--- config.mk ---
export PLATFORM = sky130hd
export DESIGN_NAME = ao_share_arbiter_flat
export DESIGN_NICKNAME = d
export VERILOG_FILES = /design/src/rtl/ao_share_arbiter_if.sv /design/src/rtl/ao_share_arbiter.sv /design/src/flat_wrapper.sv
export SDC_FILE = /design/constraint.sdc
export NUM_CORES = 1
export LEC_CHECK = 0
export CORE_UTILIZATION = 46
export DETAILED_ROUTE_END_ITERATION = 8
export PLACE_DENSITY = 0.88
export SKIP_CTS_REPAIR_TIMING = 1
export SYNTH_ARGS = -nofsm -noshare
export SYNTH_HDL_FRONTEND = slang
export SYNTH_SLANG_ARGS = --single-unit
--- constraint.sdc ---
create_clock -name clk -period 3.4 [get_ports clk]
set_clock_uncertainty 0.05 [all_clocks]
set_input_delay 1.02 -clock clk [delete_from_list [all_inputs] [get_ports clk]]
set_output_delay 1.02 -clock clk [all_outputs]
set_load 0.005 [all_outputs]
--- src/rtl/ao_share_arbiter_if.sv ---
// Request/operand/result bundle shared between the requesters and the AND-OR unit.
interface ao_share_arbiter_if #(
  parameter int N_REQ = 4,
  parameter int W     = 8,
  parameter int ID_W  = 2
);
  logic [N_REQ-1:0]   req;
  logic [N_REQ*W-1:0] a_in;
  logic [N_REQ*W-1:0] b_in;
  logic [N_REQ*W-1:0] c_in;
  logic [N_REQ*W-1:0] d_in;
  logic [N_REQ-1:0]   gnt;
  logic [W-1:0]       y;
  logic [ID_W-1:0]    y_id;
  logic               y_valid;
  logic               y_ready;
  logic               busy;

  modport slave (
    input  req, a_in, b_in, c_in, d_in, y_ready,
    output gnt, y, y_id, y_valid, busy
  );

  modport master (
    output req, a_in, b_in, c_in, d_in, y_ready,
    input  gnt, y, y_id, y_valid, busy
  );
endinterface

--- src/rtl/ao_share_arbiter.sv ---
// Round-robin shared two-stage y = (a & b) | (c & d) unit with stallable output.
module ao_share_arbiter #(
  parameter int N_REQ = 4,
  parameter int W     = 8,
  parameter int ID_W  = 2
) (
  input  logic              clk,
  input  logic              rst_n,
  ao_share_arbiter_if.slave bus
);

  logic              s1_valid_q, s1_valid_d;
  logic [W-1:0]      tmp1_q, tmp1_d;
  logic [W-1:0]      tmp2_q, tmp2_d;
  logic [ID_W-1:0]   s1_id_q, s1_id_d;
  logic              y_valid_q, y_valid_d;
  logic [W-1:0]      y_q, y_d;
  logic [ID_W-1:0]   y_id_q, y_id_d;
  logic [ID_W-1:0]   ptr_q, ptr_d;

  logic              ld1, ld2;
  logic              grant;
  logic [ID_W-1:0]   gidx;
  logic [N_REQ-1:0]  gnt;
  logic [W-1:0]      sel_a, sel_b, sel_c, sel_d;

  assign ld2 = !y_valid_q || bus.y_ready;
  assign ld1 = !s1_valid_q || ld2;

  // Round-robin search starting at ptr; only when stage 1 can accept.
  always_comb begin
    int unsigned idx;
    int unsigned gsel;
    grant = 1'b0;
    gidx  = '0;
    gsel  = 0;
    idx   = 0;
    sel_a = '0;
    sel_b = '0;
    sel_c = '0;
    sel_d = '0;
    if (ld1) begin
      for (int unsigned k = 0; k < N_REQ; k++) begin
        idx = (32'(ptr_q) + k) % N_REQ;
        if (!grant && bus.req[idx]) begin
          grant = 1'b1;
          gsel  = idx;
          gidx  = ID_W'(idx);
          sel_a = bus.a_in[idx*W +: W];
          sel_b = bus.b_in[idx*W +: W];
          sel_c = bus.c_in[idx*W +: W];
          sel_d = bus.d_in[idx*W +: W];
        end
      end
    end
    gnt   = (rst_n && grant) ? (N_REQ'(1) << gidx) : '0;
    ptr_d = grant ? ID_W'((gsel + 1) % N_REQ) : ptr_q;
  end

  // Pipeline next-state: stage 1 loads on ld1, stage 2 on ld2, otherwise hold.
  always_comb begin
    s1_valid_d = s1_valid_q;
    tmp1_d     = tmp1_q;
    tmp2_d     = tmp2_q;
    s1_id_d    = s1_id_q;
    y_valid_d  = y_valid_q;
    y_d        = y_q;
    y_id_d     = y_id_q;
    if (ld1) begin
      s1_valid_d = grant;
      tmp1_d     = sel_a & sel_b;
      tmp2_d     = sel_c & sel_d;
      s1_id_d    = gidx;
    end
    if (ld2) begin
      y_valid_d = s1_valid_q;
      y_d       = tmp1_q | tmp2_q;
      y_id_d    = s1_id_q;
    end
  end

  // State registers with asynchronous clear.
  always_ff @(posedge clk or negedge rst_n) begin
    if (!rst_n) begin
      s1_valid_q <= 1'b0;
      tmp1_q     <= '0;
      tmp2_q     <= '0;
      s1_id_q    <= '0;
      y_valid_q  <= 1'b0;
      y_q        <= '0;
      y_id_q     <= '0;
      ptr_q      <= '0;
    end else begin
      s1_valid_q <= s1_valid_d;
      tmp1_q     <= tmp1_d;
      tmp2_q     <= tmp2_d;
      s1_id_q    <= s1_id_d;
      y_valid_q  <= y_valid_d;
      y_q        <= y_d;
      y_id_q     <= y_id_d;
      ptr_q      <= ptr_d;
    end
  end

  assign bus.gnt     = gnt;
  assign bus.y       = y_q;
  assign bus.y_id    = y_id_q;
  assign bus.y_valid = y_valid_q;
  assign bus.busy    = s1_valid_q | y_valid_q;

endmodule
--- src/flat_wrapper.sv ---
// flat-port wrapper written by rule: the top's interface ports become plain ports
module ao_share_arbiter_flat 
#(
  parameter int N_REQ = 4,
  parameter int W     = 8,
  parameter int ID_W  = 2
)
  (clk, rst_n, bus_req, bus_a_in, bus_b_in, bus_c_in, bus_d_in, bus_y_ready, bus_gnt, bus_y, bus_y_id, bus_y_valid, bus_busy);
  ao_share_arbiter_if #(.N_REQ(N_REQ), .W(W), .ID_W(ID_W)) bus_i ();
  input  logic clk;
  input  logic rst_n;
  input wire logic [$bits(bus_i.req)-1:0] bus_req;
  input wire logic [$bits(bus_i.a_in)-1:0] bus_a_in;
  input wire logic [$bits(bus_i.b_in)-1:0] bus_b_in;
  input wire logic [$bits(bus_i.c_in)-1:0] bus_c_in;
  input wire logic [$bits(bus_i.d_in)-1:0] bus_d_in;
  input wire logic [$bits(bus_i.y_ready)-1:0] bus_y_ready;
  output wire logic [$bits(bus_i.gnt)-1:0] bus_gnt;
  output wire logic [$bits(bus_i.y)-1:0] bus_y;
  output wire logic [$bits(bus_i.y_id)-1:0] bus_y_id;
  output wire logic [$bits(bus_i.y_valid)-1:0] bus_y_valid;
  output wire logic [$bits(bus_i.busy)-1:0] bus_busy;
  assign bus_i.req = bus_req;
  assign bus_i.a_in = bus_a_in;
  assign bus_i.b_in = bus_b_in;
  assign bus_i.c_in = bus_c_in;
  assign bus_i.d_in = bus_d_in;
  assign bus_i.y_ready = bus_y_ready;
  assign bus_gnt = bus_i.gnt;
  assign bus_y = bus_i.y;
  assign bus_y_id = bus_i.y_id;
  assign bus_y_valid = bus_i.y_valid;
  assign bus_busy = bus_i.busy;
  ao_share_arbiter #(.N_REQ(N_REQ), .W(W), .ID_W(ID_W)) u_core (.clk(clk), .rst_n(rst_n), .bus(bus_i));
endmodule
* Word level (Yosys, flattened, before mapping)
Index checks and enable logic that the tools add are counted.
** Cells by class
- Shifts and indexed selects :: 17
- Reduce and logical (&&, ||, !) cells :: 11
- $lt $le $gt $ge :: 4
- Add/subtract/negate cells :: 4
- Multiplexer cells :: 47
- Bitwise operators :: 4
** Operator list (number)
- indexed part select 32 x 6 -> 8 bit :: 16
- 2-to-1 mux 8 bit :: 20
- 2-to-1 mux 2 bit :: 10
- bitwise AND 8 bit :: 2
- less-than comparator 2 x 3 -> 1 bit, second input constant :: 4
- 2-to-1 mux 1 bit :: 12
- binary-select mux 1 bit (select 2 bit) :: 4
- bitwise OR 8 bit :: 1
- logical NOT 1 bit :: 5
- adder 2 x 1 -> 2 bit, second input constant :: 2
- adder 2 bit, second input constant :: 2
- logical AND 1 bit :: 4
- 2-to-1 mux 4 bit :: 1
- << shifter 1 x 2 -> 4 bit, first input constant :: 1
- logical OR 1 bit :: 2
- bitwise OR 1 bit :: 1
** Word-level totals
- Bits of input ports :: 135
- Register bits after elaboration :: 32
- Word-level logic and storage cells :: 95

* Depth between registers and ports, before layout
Gate-level depths: netlist of run 1.
- Depth in word-level cells :: 18
- Mapped depth :: 11

* Worst setup path after synthesis of run 1
Ideal clock, no wire load.
- Path type :: input port to output port
- From :: input bus_req[1]
- To :: output bus_gnt[1]
- Cell stages on the path :: 8
- Setup slack :: 0.173 ns
- Data arrival time :: 2.157 ns
- Required time :: 2.330 ns
- Cell sequence :: buf_2 buf_2 o21ai_0 a21oi_1 nor2_1 inv_1 ha_1 and3_1
** Between the ends
- Word-level cells in the longest chain between the ends :: 18
- Elaborated cells on any way between the ends :: 30
** RTL lines
- start, declared :: RTL line flat_wrapper.sv:12 : input wire logic [$bits(bus_i.req)-1:0] bus_req;
- binary-select mux 1 bit (select 2 bit) :: RTL line ao_share_arbiter.sv:45 : if (!grant && bus.req[idx]) begin
- 2-to-1 mux 1 bit (implied by the code) :: RTL line ao_share_arbiter.sv:45
- 2-to-1 mux 1 bit :: RTL line ao_share_arbiter.sv:45
- 2-to-1 mux 1 bit :: RTL line ao_share_arbiter.sv:42 : if (ld1) begin
- logical NOT 1 bit :: RTL line ao_share_arbiter.sv:45
- logical AND 1 bit :: RTL line ao_share_arbiter.sv:45
- 2-to-1 mux 1 bit :: RTL line ao_share_arbiter.sv:45
- 2-to-1 mux 1 bit :: RTL line ao_share_arbiter.sv:42
- [... 3 more ...]
- 2-to-1 mux 1 bit :: RTL line ao_share_arbiter.sv:42
- logical NOT 1 bit :: RTL line ao_share_arbiter.sv:45
- logical AND 1 bit :: RTL line ao_share_arbiter.sv:45
- 2-to-1 mux 2 bit * :: RTL line ao_share_arbiter.sv:45
- 2-to-1 mux 2 bit * :: RTL line ao_share_arbiter.sv:42
- named net u_core.gidx[1] :: RTL line ao_share_arbiter.sv:23 : logic [ID_W-1:0] gidx;
- << shifter 1 x 2 -> 4 bit * :: RTL line ao_share_arbiter.sv:56 : gnt = (rst_n && grant) ? (N_REQ'(1) << gidx) : '0;
- 2-to-1 mux 4 bit * :: RTL line ao_share_arbiter.sv:56
- end, declared :: RTL line flat_wrapper.sv:18 : output wire logic [$bits(bus_i.gnt)-1:0] bus_gnt;
The timed path passes the listed nets; every way through them passes the cells marked *. The select of a mux whose other input is x is not followed.

* Worst setup path in the final report of run 1
- From :: input bus_req[0]
- To :: output bus_gnt[2]
The elaborated chain is that of the path after synthesis.

==> impl_metrics.env, run 1 <==
export IMPL_tritoncts="yes"
export IMPL_worstMarginPinSlew_ns=0.8095
export IMPL_synth_flop_cell="dfrtp_1"
export IMPL_dieArea_mm2=0.009339
export IMPL_ir_worst_vdd_v=0.0003994
export IMPL_ys_ff_latch=32
export IMPL_setup_violations=0
export IMPL_worstSkewPairLatency_ns=0.29
export IMPL_hold_class="register to register"
export IMPL_synth_edf_count=0
export IMPL_crit_arrival_ns=2.29
export IMPL_syn_inst=500
export IMPL_final_nets=787
export IMPL_htreeDepth=2
export IMPL_area_growth_pct=43.40
export IMPL_grt_use_total_pct=28.17
export IMPL_grt_pass1_vias=4627
export IMPL_via_count=4786
export IMPL_wl_mm=13.53
export IMPL_syn_cell_area_mm2=0.004120
export IMPL_regArea_um2=805.8
export IMPL_avgSynthCellArea_um2=8.240
export IMPL_drc=0
export IMPL_cts_buffers=5
export IMPL_cts_sinks=32
export IMPL_filler_cell_count=682
export IMPL_slew_violations=0
export IMPL_grt_max_degree=75
export IMPL_ys_types=65
export IMPL_antenna_found_initial=0
export IMPL_fin_util_pct=68.08
export IMPL_relSlewSlack_pct=46.04
export IMPL_core_area_mm2=0.008678
export IMPL_clk_pin_slew_worst_paths_ns=0.07
export IMPL_place_gp_congestion=0.9367
export IMPL_grt_ovfl_total=0
export IMPL_ios=151
export IMPL_cp_max_fo=4
export IMPL_period_share_pct=98.95
export IMPL_cp_start_kind="input port"
export IMPL_total_power_mw=3.239
export IMPL_layout_drive_gt1_share_pct=17.10
export IMPL_power_density_mw_per_mm2=548.2
export IMPL_antenna_left=0
export IMPL_power_leakage_nw=2.315
export IMPL_vias_per_cell=6.322
export IMPL_worstPathRequired_ns=2.33
export IMPL_maxCapViolations=0
export IMPL_critPathCaptureType="output port"
export IMPL_synth_seq_area_share_pct=19.44
export IMPL_yosysWarnings=0
export IMPL_clk_path_buf_depth=2
export IMPL_grt_pass1_wl_mm=21.91
export IMPL_routedWlPerCell_um=17.87
export IMPL_die_y_um=96.64
export IMPL_clockRootBuffer="clkbuf_8"
export IMPL_dr_pass1_iters=5
export IMPL_min_period_ns=3.364
export IMPL_synth_nets=639
export IMPL_synthArstFlopShare_pct=100.0
export IMPL_status="finished clean"
export IMPL_path_class="input port to output port"
export IMPL_portBuffers=150
export IMPL_initialDrtViolationCount=426
export IMPL_multiInputGateArea_mm2=0.003017
export IMPL_num_rows=34
export IMPL_max_freq_ghz=0.2972
export IMPL_hold_slack_ns=0.4300
export IMPL_dp_hpwl_mm=10.20
export IMPL_n_antenna_cell=0
export IMPL_hold_viol_final=0
export IMPL_initial_core_util_pct=47.48
export IMPL_die_x_um=96.64
## flip-flops by register name, indices dropped and copies added, names as in the netlist
signal / count
u_core.bus.y_valid: 1
u_core.tmp1_q: 8
u_core.bus.y: 8
u_core.tmp2_q: 8
u_core.s1_id_q: 2
u_core.ptr_q: 2
u_core.bus.y_id: 2
u_core.s1_valid_q: 1
## cell usage after synthesis (all sizes together), types with 5 or more instances
cell type | number | area share, %
mux2i | 17 | 4.1
a21oi | 9 | 1.3
o41ai | 8 | 2.1
inv | 6 | 0.55
a31o | 7 | 1.5
mux2 | 7 | 1.9
dfrtp | 32 | 19
and3 | 6 | 0.91
mux4 | 20 | 11
o221ai | 9 | 2.5
and2 | 5 | 0.76
nand3b | 18 | 3.3
buf | 36 | 6.7
nor2 | 36 | 3.3
o211ai | 35 | 6.4
o21ai | 54 | 6.6
nand2 | 74 | 6.7
clkbuf | 11 | 1.1
nand3 | 39 | 4.7
a31oi | 10 | 1.5
## final cells by class
type | count | area share, %
Clock buffer | 7 | 1.631
Timing Repair Buffer | 188 | 30.43
Tap cell | 108 | 2.287
Inverter | 7 | 0.4447
Sequential cell | 32 | 13.64
Multi-Input combinational cell | 414 | 51.06
Clock inverter | 1 | 0.5083
## logic make-up (layout without fill, tap and decap cells)
| logic type | Yosys count | in the layout | synth area share [%] |
|---|---|---|---|
| AOI/OAI and AO/OA | 163 | 163 | 28.67 |
| xor gates and xnor gates | 2 | 2 | 1.336 |
| buffers and inverters | 54 | 203 | 8.411 |
| DFF | 32 | 32 | 19.44 |
| adders and majority gates | 4 | 4 | 1.215 |
| muxes | 44 | 44 | 16.98 |
| and+or+nand+nor | 201 | 201 | 23.96 |
## metal layers
| layer | share of wire [%] | global-route usage (%) | vias up | wire length [um] |
|---|---|---|---|---|
| li1 | - | - | 2222 | - |
| met1 | 41 | 36.57 | 2302 | 5543 |
| met2 | 50 | 48.75 | 225 | 6760 |
| met3 | 6.4 | 3.829 | 37 | 860 |
| met4 | 2.7 | 8.266 | 0 | 363 |
| met5 | 0 | 0 | - | 0 |
## layout by cell type, fill, tap and decap left out, types with 10 or more instances in the layout
cell             instances
dfrtp_1                 30
clkdlybuf4s50_1        141
a31oi_1                 10
o211ai_1                35
nor2_1                  32
mux4_2                  20
o21ai_0                 47
nand3b_1                18
nand3_1                 38
buf_4                   35
nand2_1                 73
mux2i_1                 17
## worst paths after layout
| path | startpoint | endpoint | slack, ns | cells past startpoint |
|---|---|---|---|---|
| max | bus_req[0] | bus_gnt[2] | 0.04 | 9 |
| min | u_core.bus.y[5] | u_core.bus.y[5] | 0.43 | 2 |
| max reg2reg | u_core.ptr_q[0] | u_core.tmp1_q[2] | 0.72 | 6 |
| min reg2reg | u_core.bus.y[5] | u_core.bus.y[5] | 0.43 | 2 |
| max in group asynchronous | rst_n | u_core.ptr_q[0] | 1.72 | 2 |
| min in group asynchronous | rst_n | u_core.bus.y_id[0] | 1.25 | 2 |
## report_power, final
group          leakage [nW]  switching (mW)  internal [mW]  total, mW
Sequential            0.387           0.117          0.527      0.643
Combinational          1.86            1.14           1.05       2.19
Clock                0.0645           0.143          0.258      0.402
Total                  2.32            1.40           1.83       3.24
## per-stage QoR
step,setup WS (ns),instances,TNS (ns),instance area [um^2]
floorplan,0.1728,500,0,4120
global placement,-0.6644,743,-2.561,5682
global route,-0.07613,757,-0.1437,5908
CTS,-0.6878,751,-2.701,5808
detailed placement,-0.6808,743,-2.673,5682
finish,0.03570,757,0,5908
## worst max-delay path: stages
cell and delay, ns:
clkbuf_2 0.10, and2_4 0.16, o21ai_1 0.11, a21oi_1 0.10, nor2_2 0.23, buf_4 0.15
ha_2 0.17, and3_1 0.14, dlymetal6s2s_1 0.12
Power figures use the tool's default switching activity.
==> run 2: changes to the inputs <==
--- a/config.mk
+++ b/config.mk
@@ -5,9 +5,11 @@
 export SDC_FILE = /design/constraint.sdc
 export NUM_CORES = 1
 export LEC_CHECK = 0
-export CORE_UTILIZATION = 46
+export CORE_MARGIN = 3
+export CORE_UTILIZATION = 45
+export CTS_BUF_LIST = sky130_fd_sc_hd__clkbuf_8
 export DETAILED_ROUTE_END_ITERATION = 8
-export PLACE_DENSITY = 0.88
+export PLACE_DENSITY = 0.87
 export SKIP_CTS_REPAIR_TIMING = 1
 export SYNTH_ARGS = -nofsm -noshare
 export SYNTH_HDL_FRONTEND = slang
==> run 2 against run 1 <==
Compared with the run above:
- the run now ends with setup timing left
- first-iteration DRC count decreased by 26%
- critical path depth decreased by 1
- wire length increased by 0.77%
- register-to-register slack got worse by 0.07 ns
- sequential cell count unchanged
- largest power group unchanged
- total power decreased by 4.6%
- non-clock buffer count decreased by 6
==> impl_metrics.env, run 2 (same netlist as run 1, synthesis figures left out) <==
export IMPL_status="finished with violations"
export IMPL_violations="setup timing"
export IMPL_clk_path_buf_depth=2
export IMPL_drc=0
export IMPL_clk_pin_slew_worst_paths_ns=0.06
export IMPL_cp_start_kind="input port"
export IMPL_n_antenna_cell=0
export IMPL_num_rows=34
export IMPL_worstSkewPairLatency_ns=0.28
export IMPL_timing_rr_start="u_core.ptr_q[0]"
export IMPL_final_nets=781
export IMPL_dp_hpwl_mm=10.32
export IMPL_worst_slack_ns=-0.008694
export IMPL_cp_startpoint="bus_req[1]"
export IMPL_setup_violations=1
export IMPL_comb_power_share_pct=69.4
export IMPL_via_count=4735
export IMPL_area_growth_pct=41.51
export IMPL_place_ws_ns=-0.7976
export IMPL_ff2ff_setup_slack_ns=0.65
export IMPL_core_area_mm2=0.008806
export IMPL_critical_path_buf_inv_count=5
export IMPL_maxCapViolations=0
export IMPL_crit_chain="clkbuf_2, buf_4, nor4_2, buf_4, nor2_4, buf_4, and3_1, dlymetal6s2s_1"
export IMPL_relSlewSlack_pct=45.28
export IMPL_p_sw_mw=1.387
export IMPL_period_share_pct=100.3
export IMPL_worstPathRequired_ns=2.33
export IMPL_power_density_mw_per_mm2=529.8
export IMPL_max_freq_ghz=0.2934
export IMPL_hold_slack_ns=0.4323
export IMPL_die_x_um=101.7
export IMPL_layout_common_cells="clkdlybuf4s50_1, nand2_1, o21ai_0"
export IMPL_tritoncts="yes"
export IMPL_final_common_cell="clkdlybuf4s50_1"
export IMPL_power_leakage_nw=2.277
export IMPL_slew_violations=0
export IMPL_pwr_share_clk_pct=8.8
export IMPL_hold_viol_final=0
export IMPL_portBuffers=150
export IMPL_antenna_found_initial=0
export IMPL_htreeDepth=2
export IMPL_clockRootBuffer="clkbuf_8"
export IMPL_initial_core_util_pct=46.79
export IMPL_grt_max_degree=59
export IMPL_cp_max_fo=6
export IMPL_critPathSlowestCell="nor4_2"
export IMPL_total_power_mw=3.089
export IMPL_initialDrtViolationCount=316
export IMPL_dieArea_mm2=0.01034
export IMPL_critPathCaptureType="output port"
export IMPL_die_y_um=101.7
export IMPL_min_period_ns=3.409
export IMPL_routedWlPerCell_um=18.17
export IMPL_p_seq_share_pct=21.7
export IMPL_worstMarginPinSlew_ns=0.8209
export IMPL_grt_use_total_pct=24.98
export IMPL_ios=151
export IMPL_fin_util_pct=66.21
export IMPL_internal_power_mw=1.702
export IMPL_grt_pass1_wl_mm=20.93
export IMPL_place_gp_congestion=0.8757
export IMPL_crit_arrival_ns=2.34
export IMPL_fin_tns_setup_ns=-0.008694
export IMPL_endpoint="bus_gnt[1]"
export IMPL_swShare_pct=44.89
export IMPL_layout_drive_gt1_share_pct=16.51
export IMPL_grt_pass1_vias=4425
export IMPL_cts_sinks=32
export IMPL_vias_per_cell=6.313
export IMPL_dr_pass1_iters=7
export IMPL_path_class="input port to output port"
export IMPL_reg2regPathDepth=6
export IMPL_crit_family="buffers and inverters"
export IMPL_antenna_left=0
export IMPL_cts_buffers=5
export IMPL_path_common_cell="buf_4"
export IMPL_wl_mm=13.63
export IMPL_grt_ovfl_total=0
export IMPL_max_stage_delay_ns=0.30
export IMPL_hold_class="register to register"
export IMPL_ir_worst_vdd_v=0.0003153
export IMPL_r2r_end="u_core.tmp1_q[2]"
export IMPL_cp_depth=8
-- run 2: cell count changes in the layout (fill, tap and decap cells not counted), sizes merged --
cell / before / now
clkinv: 1 / 2
clkbuf: 9 / 6
bufinv: 1 / 0
buf: 39 / 34
inv: 6 / 7
-- run 2: worst reg2reg max path, delay by kind of cell, from the launching register on --
kind / cells / cell delay [ns]
xor gates and xnor gates: 1 / 0.77
AOI/OAI and AO/OA: 2 / 0.31
and+or+nand+nor: 2 / 0.51
DFF: 1 / 0.60
buffers and inverters: 1 / 0.37
-- run 2: how the worst min path moves through the flow --
stage	from	end	cells after the start
2_1_floorplan	u_core.s1_id_q[0]	u_core.s1_id_q[0]	2
3_3_place_gp	u_core.s1_id_q[1]	u_core.s1_id_q[1]	1
3_5_place_dp	u_core.bus.y[0]	u_core.bus.y[0]	2
4_1_cts	u_core.bus.y[0]	u_core.bus.y[0]	2
5_1_grt	u_core.bus.y[2]	u_core.bus.y[2]	2
6_report	u_core.bus.y[0]	u_core.bus.y[0]	2
-- run 2: routing by layer --
metal | global-route usage (%) | vias up | part of all wire (%)
li1 | - | 2205 | -
met1 | 32.75 | 2256 | 39
met2 | 43.41 | 245 | 52
met3 | 3.926 | 29 | 7.2
met5 | 0 | - | 0
met4 | 5.624 | 0 | 2.0
-- run 2: layout make-up --
class,instances,area (um^2)
fillers,708,2975
clock buffers,5,68.82
well taps,108,135.1
multi-input cells,414,3034
clock inverters,2,8.758
inverters,7,26.28
repair buffers,182,1752
flip-flops and latches,32,805.8
-- run 2: power by group through the flow --
| stage | Sequential (mW) | Clock [mW] | Combinational [mW] |
|---|---|---|---|
| floorplan | 0.594 | 0 | 1.60 |
| global placement | 0.658 | 0 | 2.01 |
| detailed placement | 0.668 | 0 | 2.08 |
| CTS | 0.662 | 0.271 | 2.08 |
| global route | 0.689 | 0.293 | 2.31 |
| finish | 0.671 | 0.273 | 2.14 |
-- run 2: through the flow --
stage,cells,area [um^2]
finish,750,5831
detailed placement,739,5652
floorplan,500,4120
global route,750,5831
CTS,746,5729
global placement,739,5652
